==> src/rtl/reg_operand_reader.sv <==
// Read-side sequencer for a 2-entry register file: fetches an operand pair with two
// single-port reads and hands it downstream. Optional write snooping: WRITE_BYPASS_EN.
module reg_operand_reader #(
   parameter int DATA_W = 8,
   parameter int ADDR_W = 1
) (
   input  logic              clk,
   input  logic              rst_n,
   input  logic              req_valid,
   output logic              req_ready,
   input  logic [ADDR_W-1:0] req_addr_a,
   input  logic [ADDR_W-1:0] req_addr_b,
   output logic              rf_rd_en,
   output logic [ADDR_W-1:0] rf_rd_addr,
   input  logic [DATA_W-1:0] rf_rd_data,
   input  logic              wr_en,
   input  logic [ADDR_W-1:0] wr_addr,
   input  logic [DATA_W-1:0] wr_data,
   output logic              op_valid,
   input  logic              op_ready,
   output logic [DATA_W-1:0] op_a,
   output logic [DATA_W-1:0] op_b
);

   typedef enum logic [2:0] {IDLE, RD_A, RD_B, CAP_B, DONE} state_t;

   state_t            state;
   logic [ADDR_W-1:0] addrA;
   logic [ADDR_W-1:0] addrB;

   // Handshake: a transfer happens on any rising edge where valid && ready; valid never
   // waits on ready. req_ready depends combinationally on op_ready only in DONE.
   assign req_ready = rst_n && ((state == IDLE) || ((state == DONE) && op_ready));

`ifdef WRITE_BYPASS_EN
   logic bypA;
   logic bypB;
   logic hitA;
   logic hitB;

   assign hitA = wr_en && (wr_addr == addrA);
   assign hitB = wr_en && (wr_addr == addrB);
`else
   logic unusedSnoop;

   assign unusedSnoop = ^{wr_en, wr_addr, wr_data};
`endif

   always_ff @(posedge clk) begin
      if (!rst_n) begin
         state      <= IDLE;
         op_valid   <= 1'b0;
         op_a       <= '0;
         op_b       <= '0;
         rf_rd_en   <= 1'b0;
         rf_rd_addr <= '0;
         addrA      <= '0;
         addrB      <= '0;
`ifdef WRITE_BYPASS_EN
         bypA       <= 1'b0;
         bypB       <= 1'b0;
`endif
      end else begin
         rf_rd_en   <= 1'b0;
         rf_rd_addr <= '0;
         case (state)
            IDLE, DONE: begin
               if ((state == IDLE) || op_ready) begin
                  op_valid <= 1'b0;
                  if (req_valid) begin
                     // Read strobe is registered, so it is launched with the acceptance.
                     addrA      <= req_addr_a;
                     addrB      <= req_addr_b;
                     rf_rd_en   <= 1'b1;
                     rf_rd_addr <= req_addr_a;
                     state      <= RD_A;
`ifdef WRITE_BYPASS_EN
                     bypA       <= 1'b0;
                     bypB       <= 1'b0;
`endif
                  end else begin
                     state <= IDLE;
                  end
               end
            end
            RD_A: begin
               rf_rd_en   <= 1'b1;
               rf_rd_addr <= addrB;
               state      <= RD_B;
`ifdef WRITE_BYPASS_EN
               if (hitA) begin
                  op_a <= wr_data;
                  bypA <= 1'b1;
               end
               if (hitB) begin
                  op_b <= wr_data;
                  bypB <= 1'b1;
               end
`endif
            end
            RD_B: begin
               state <= CAP_B;
`ifdef WRITE_BYPASS_EN
               // The A read returns pre-write data, so an earlier snoop must win over it.
               if (hitA) op_a <= wr_data;
               else if (!bypA) op_a <= rf_rd_data;
               if (hitB) begin
                  op_b <= wr_data;
                  bypB <= 1'b1;
               end
`else
               op_a <= rf_rd_data;
`endif
            end
            CAP_B: begin
               state    <= DONE;
               op_valid <= 1'b1;
`ifdef WRITE_BYPASS_EN
               if (hitA) op_a <= wr_data;
               if (hitB) op_b <= wr_data;
               else if (!bypB) op_b <= rf_rd_data;
`else
               op_b <= rf_rd_data;
`endif
            end
            default: state <= IDLE;
         endcase
      end
   end

endmodule

==> config.mk <==
export PLATFORM = sky130hd
export DESIGN_NAME = reg_operand_reader
export DESIGN_NICKNAME = d
export VERILOG_FILES = /design/src/rtl/reg_operand_reader.sv
export SDC_FILE = /design/constraint.sdc
export NUM_CORES = 1
export LEC_CHECK = 0
export CORE_MARGIN = 2
export CORE_UTILIZATION = 39
export DETAILED_ROUTE_END_ITERATION = 16
export PLACE_DENSITY = 0.79
export SLEW_MARGIN = 20
export SYNTH_ARGS = -nofsm -noshare
export SYNTH_HDL_FRONTEND = slang
export SYNTH_SLANG_ARGS = --single-unit
==> constraint.sdc <==
create_clock -name clk -period 1.3 [get_ports clk]
set_input_delay 0.26 -clock clk [delete_from_list [all_inputs] [get_ports clk]]
set_output_delay 0.26 -clock clk [all_outputs]
set_load 0.005 [all_outputs]
==> results of run 1 <==
==> synthesized netlist by cell type <==
cell type	count
a21boi_0	1
a21boi_1	1
and2_1	1
and3_1	1
buf_6	4
clkbuf_1	2
dfxtp_1	23
inv_1	1
mux2i_1	17
nand2_1	4
nand2b_1	1
nand3_1	1
nand3b_1	1
nor2_1	3
nor2b_1	18
nor3b_1	1
nor3b_2	1
nor4bb_1	1
o21ai_0	3
o22ai_1	1
o31ai_1	1
xnor2_1	1
==> layer usage <==
| layer | up-vias | share of wire (%) |
|---|---|---|
| met5 | - | 0 |
| met4 | 0 | 1.8 |
| met3 | 4 | 2.1 |
| met2 | 13 | 54 |
| met1 | 372 | 42 |
| li1 | 376 | - |
==> cells by family (layout without fill, tap and decap cells) <==
logic type	after synthesis	after routing	share of synthesized area, %
flops	23	23	49.00
compound gates	7	7	4.661
mux	17	17	18.11
xor+xnor	1	1	0.9323
simple gates	33	33	21.31
buf+inv	7	48	5.992
==> flip-flops by register name, indices dropped and copies added, names as in the netlist <==
signal,count
state,3
rf_rd_en,1
rf_rd_addr,1
op_b,8
addrB,1
op_a,8
op_valid,1
==> power by group <==
group          switching, mW  internal [mW]
Sequential            0.0215          0.751
Clock                  0.207          0.115
Combinational          0.112          0.167
Total                  0.341           1.03
==> final cells by class <==
class	instances	area, um^2
sequential	23	484.2
fill	218	875.8
multi-input combinational	58	442.9
inverter	1	3.754
clock buffer	3	22.52
clock inverter	1	5.005
tap	28	35.03
timing repair buffer	43	385.4
==> cells in the final DEF (no fill, tap or decap), types with 2 or more instances in the layout <==
cell type	n
clkdlybuf4s50_1	12
buf_6	2
dlygate4sd2_1	20
dfxtp_2	19
buf_4	9
clkbuf_4	3
mux2i_1	17
nand2_1	4
nor2_1	2
nor2b_1	18
o21ai_0	3
dfxtp_1	4
==> stage by stage <==
step	area, um^2	utilization, %	hold slack [ns]
after floorplan	939.7	-	0.3988
final	1379	61.15	0.4845
after detailed placement	1313	58.21	0.4739
after CTS	1364	60.49	0.4579
after global placement	1313	58.21	0.4617
after global routing	1379	61.15	0.4949
==> final timing paths <==
path,cells after the start,startpoint,to,slack [ns]
setup reg to reg,5,state[1],op_a[1],0.05
hold reg to reg,2,addrB,addrB,0.48
setup / recovery,3,state[1],req_ready,-0.02
hold / removal,2,addrB,addrB,0.48
==> worst min-delay path, delay by kind of cell (launching register included) <==
kind             cells  cell delay (ns)
muxes                1             0.07
DFF                  1             0.32
and+or+nand+nor      1             0.07
==> repair_timing <==
action / in CTS / in global routing
gates resized for setup: 43 / 6
endpoints found under the setup margin: 20 / 9
buffers inserted: 2 / 0
pin swaps: 0 / 2
==> results by group, run 1 <==
Yosys
  – Synth top area cells: dfxtp_1 (49%), mux2i_1 (18%), nor2b_1 (12%)
  – Post-synthesis cell count: 88
  – Avg Cell Area, Syn: 10.68 um^2
  – Area fraction of the dominant cell type after synthesis: 49.00%
  – Syn_nets: 112
  – Synth area leader: dfxtp_1
  – Post-Syn Area: 939.7 um^2
  – Seq/Total Area, Yosys: 49.00%
  – Synthesis Warnings: 0
  – Number of synthesized register bits: 23
  – Distinct cells, synth: 22

Placed design
  – Final Wtd Congestion: 0.8206
  – IO Port Bufs: 33
  – Detailed Place HPWL: 1378 um
  – Placed cell count: 151
  – DP Worst Slack: -0.5301 ns

Critical path
  – Setup CP Type: flip-flop to primary output
  – Startpoint class of the critical path: flip-flop
  – CP bufs+invs: 1
  – CP Capture Type: primary output
  – Critical path's top delay family: flip-flops
  – Crit-path max cell delay: 0.36 ns
  – CP Cell Sequence: nor2_4, and3_4, buf_6
  – CP max-delay cell: dfxtp_2
  – CP required: 1.04 ns
  – Crit-path max FO: 2
  – Crit path arrival time: 1.06 ns

Drt
  – # DRC: 0
  – Initial DRC Count: 6
  – Overall routed net length: 1902 um
  – Vias post-DR: 765
  – Routed Antenna Nets: 0
  – WL per Instance: 12.11 um
  – Drt pass-1 iters: 2
  – Vias per cell: 4.873

STA
  – FMAX: 0.7558 GHz
  – Setup Skew: 0.005777 ns
  – Max-slew violation count: 0
  – Slew @ Worst Pin: 0.1984 ns
  – Relative slew slack: 86.60%
  – Worst setup margin: -0.02305 ns
  – Hold Fails Final Rpt: 0
  – Tcrit/Tclk final: 101.8%
  – Setup TNS: -0.02305 ns
  – Tmin final: 1.323 ns
  – RSZ-0062 raised after global routing: true
  – # setup viols final: 1

Clock tree
  – Sink Count: 23
  – CTS tree: yes
  – Num CTS Buffers: 3
  – Clock Root Buffer: clkbuf_4
  – Clock transition at path regs: 0.12 ns
  – Htree depth: 1
  – CTS Hold Buffers Added: 0
  – Clock latency at the later pin of the worst-skew pair: 0.31 ns
  – CTS max path bufs: 2

Layout
  – Area Growth Syn to Fin: 46.74%
  – Nets: 154
  – Post-Layout Cell Count: 157
  – Share of layout cells above drive strength 1: 29.46%
  – Inserted Diodes: 0

Global routing
  – Largest net degree at the start of global routing: 25
  – Global-route wire length before repair: 3332 um
  – GR Overflow Total: 0
  – Vias in the first global route: 760
  – Global-route track usage on met2: 27.50%
  – Met3 Usage GRT: 1.977%
  – All-layer global routing usage: 16.24%
  – Met1 Resource Use GR: 18.91%
  – Busiest grt layer: met2
  – Initial antenna violation count: 0

Power and ir drop
  – Leakage power: 0.6606 nW
  – Max VDD drop: 0.0005994 V
  – Tot Pwr: 1.374 mW
  – Pwr/cell area: 996.7 nW/um^2

Die
  – # rows: 17
  – Horiz. Die Dim: 53.09 um
  – I/O pins: 44
  – Die height: 53.09 um
  – Area of the die: 2818 um^2
  – Core area: 2255 um^2
  – Starting density of the core: 41.68%

Hold path
  – Hold crit path type: flip-flop to flip-flop

Run status
  – Status: finished with violations
  – Failing checks: setup timing

Flow run
  – Max-Cap Viols: 0
Note: power is estimated with default switching activity, not from simulation.
==> run 2: changes to the inputs <==
--- a/config.mk
+++ b/config.mk
@@ -6,9 +6,9 @@
 export NUM_CORES = 1
 export LEC_CHECK = 0
 export CORE_MARGIN = 2
-export CORE_UTILIZATION = 39
+export CORE_UTILIZATION = 36
 export DETAILED_ROUTE_END_ITERATION = 16
-export PLACE_DENSITY = 0.79
+export PLACE_DENSITY = 0.76
 export SLEW_MARGIN = 20
 export SYNTH_ARGS = -nofsm -noshare
 export SYNTH_HDL_FRONTEND = slang
==> constraint.sdc (replaced) <==
create_clock -name clk -period 1.1 [get_ports clk]
set_input_delay 0.22 -clock clk [delete_from_list [all_inputs] [get_ports clk]]
set_output_delay 0.22 -clock clk [all_outputs]
set_load 0.005 [all_outputs]
==> results by group, run 2 (same netlist as run 1, synthesis figures left out) <==
Drt
  – # DRC: 0
  – Vias post-DR: 762
  – Vias per cell: 4.646
  – Drt pass-1 iters: 4
  – Routed Antenna Nets: 0
  – WL per Instance: 12.93 um
  – Overall routed net length: 2121 um
  – Initial DRC Count: 2

Run status
  – Failing checks: setup timing
  – Status: finished with violations

Clock tree
  – CTS Hold Buffers Added: 0
  – Clock latency at the later pin of the worst-skew pair: 0.30 ns
  – Clock transition at path regs: 0.13 ns
  – CTS max path bufs: 2
  – Sink Count: 23
  – Clock Root Buffer: clkbuf_4
  – Num CTS Buffers: 3
  – Htree depth: 1
  – CTS tree: yes

Flow run
  – Max-Cap Viols: 0

Critical path
  – R2R Path End: op_a[6]
  – Setup CP Type: flip-flop to flip-flop
  – Worst R2R Start: state[2]
  – CP required: 1.30 ns
  – CP Capture Type: flip-flop
  – Startpoint class of the critical path: flip-flop
  – Worst reg-to-reg setup slack: -0.17 ns
  – Crit-path max FO: 6
  – Crit path arrival time: 1.47 ns
  – R2r worst-path depth: 5

Placed design
  – Post-DP Area: 1330 um^2
  – IO Port Bufs: 33
  – Final Wtd Congestion: 0.7081
  – DP Worst Slack: -0.6352 ns
  – Placed cell count: 155
  – Detailed Place HPWL: 1421 um

STA
  – Hold Fails Final Rpt: 0
  – Slew @ Worst Pin: 0.2227 ns
  – Setup TNS: -2.202 ns
  – Tmin final: 1.269 ns
  – Relative slew slack: 84.94%
  – FMAX: 0.7882 GHz
  – Max-slew violation count: 0
  – Worst setup margin: -0.1686 ns
  – # setup viols final: 19
  – RSZ-0062 raised after global routing: true
  – Setup Skew: 0.002303 ns
  – Hold slack: 0.4329 ns
  – Tcrit/Tclk final: 115.3%

Layout
  – Core Util, Final: 56.41%
  – FILL cells: 233
  – Commonest non-fill, non-tap cell in the layout: dfxtp_2
  – Share of layout cells above drive strength 1: 49.25%
  – Nets: 159
  – Post-Layout Cell Count: 164
  – Biggest regs: op_a (8), op_b (8), state (3)
  – Area Growth Syn to Fin: 48.74%
  – Design Area, Final: 1398 um^2
  – Most frequent cells in the layout: dfxtp_2 (20), clkbuf_2 (19), mux2i_1 (17), nor2b_1 (17), clkdlybuf4s50_1 (12)
  – Inserted Diodes: 0

Power and ir drop
  – Tot Pwr: 1.692 mW
  – Max VDD drop: 0.0008770 V
  – Leakage power: 0.6344 nW
  – Pwr/cell area: 1210 nW/um^2

Die
  – # rows: 18
  – Area of the die: 3035 um^2
  – Starting density of the core: 37.93%
  – Die height: 55.09 um
  – I/O pins: 44
  – Horiz. Die Dim: 55.09 um
  – Core area: 2477 um^2

Global routing
  – Vias in the first global route: 810
  – Largest net degree at the start of global routing: 25
  – GR Overflow Total: 0
  – Initial antenna violation count: 0
  – Global-route wire length before repair: 3456 um
  – All-layer global routing usage: 15.88%

Hold path
  – Hold crit path type: input pin to flip-flop
  – Hold Path Stages: 4
  – Hold worst-path end: op_valid
  – Worst hold start: op_ready
[run 2: power breakdown]
group	switching, mW	internal [mW]
combinational	0.155	0.236
sequential	0.0250	0.888
clock	0.247	0.141
total	0.427	1.27
[run 2: metal layers]
metal	vias up	track usage [%]	routed length, um
met5	-	0	0
met2	23	28.17	1081
met4	0	3.659	0
met3	0	4.570	138
met1	352	18.83	901
li1	387	-	-
[run 2: worst max-delay path by stage]
stage                   from   endpoint  slack (ns)  cells after the start
global route        state[0]  req_ready       -0.24                      3
finish              state[2]    op_a[6]       -0.17                      5
global placement    op_ready  req_ready       -0.58                      4
CTS                 state[1]    op_b[5]       -0.23                      7
floorplan           state[0]    op_a[0]        0.01                      5
detailed placement  op_ready  req_ready       -0.64                      4
[run 2: layout make-up]
cell class                 count  area [um^2]  area share [%]
multi-input combinational     58        465.4           33.30
clock buffer                   4        26.28           1.880
timing repair buffer          48        379.1           27.13
inverter                       1        3.754          0.2686
sequential                    23        485.5           34.74
tap                           30        37.54           2.686
[run 2: critical path, cell delays in order, from the launching register on]
cell,delay [ns]
dfxtp_2,0.36
buf_6,0.13
nor3b_4,0.24
buf_6,0.17
mux2i_1,0.19
nor2b_1,0.07
[run 2: timing repair]
action,4_1_cts,5_1_grt
endpoints found under the setup margin,38,42
resized for setup,77,28
setup buffers,6,1
gates cloned,0,0
pin swaps,7,5
==> run 3: changes to the inputs <==
--- a/config.mk
+++ b/config.mk
@@ -5,6 +5,7 @@
 export SDC_FILE = /design/constraint.sdc
 export NUM_CORES = 1
 export LEC_CHECK = 0
+export CAP_MARGIN = 30
 export CORE_MARGIN = 2
 export CORE_UTILIZATION = 36
 export DETAILED_ROUTE_END_ITERATION = 16
==> results of run 3 <==
The final DEF is identical to that of run 2; final timing and power are the same.
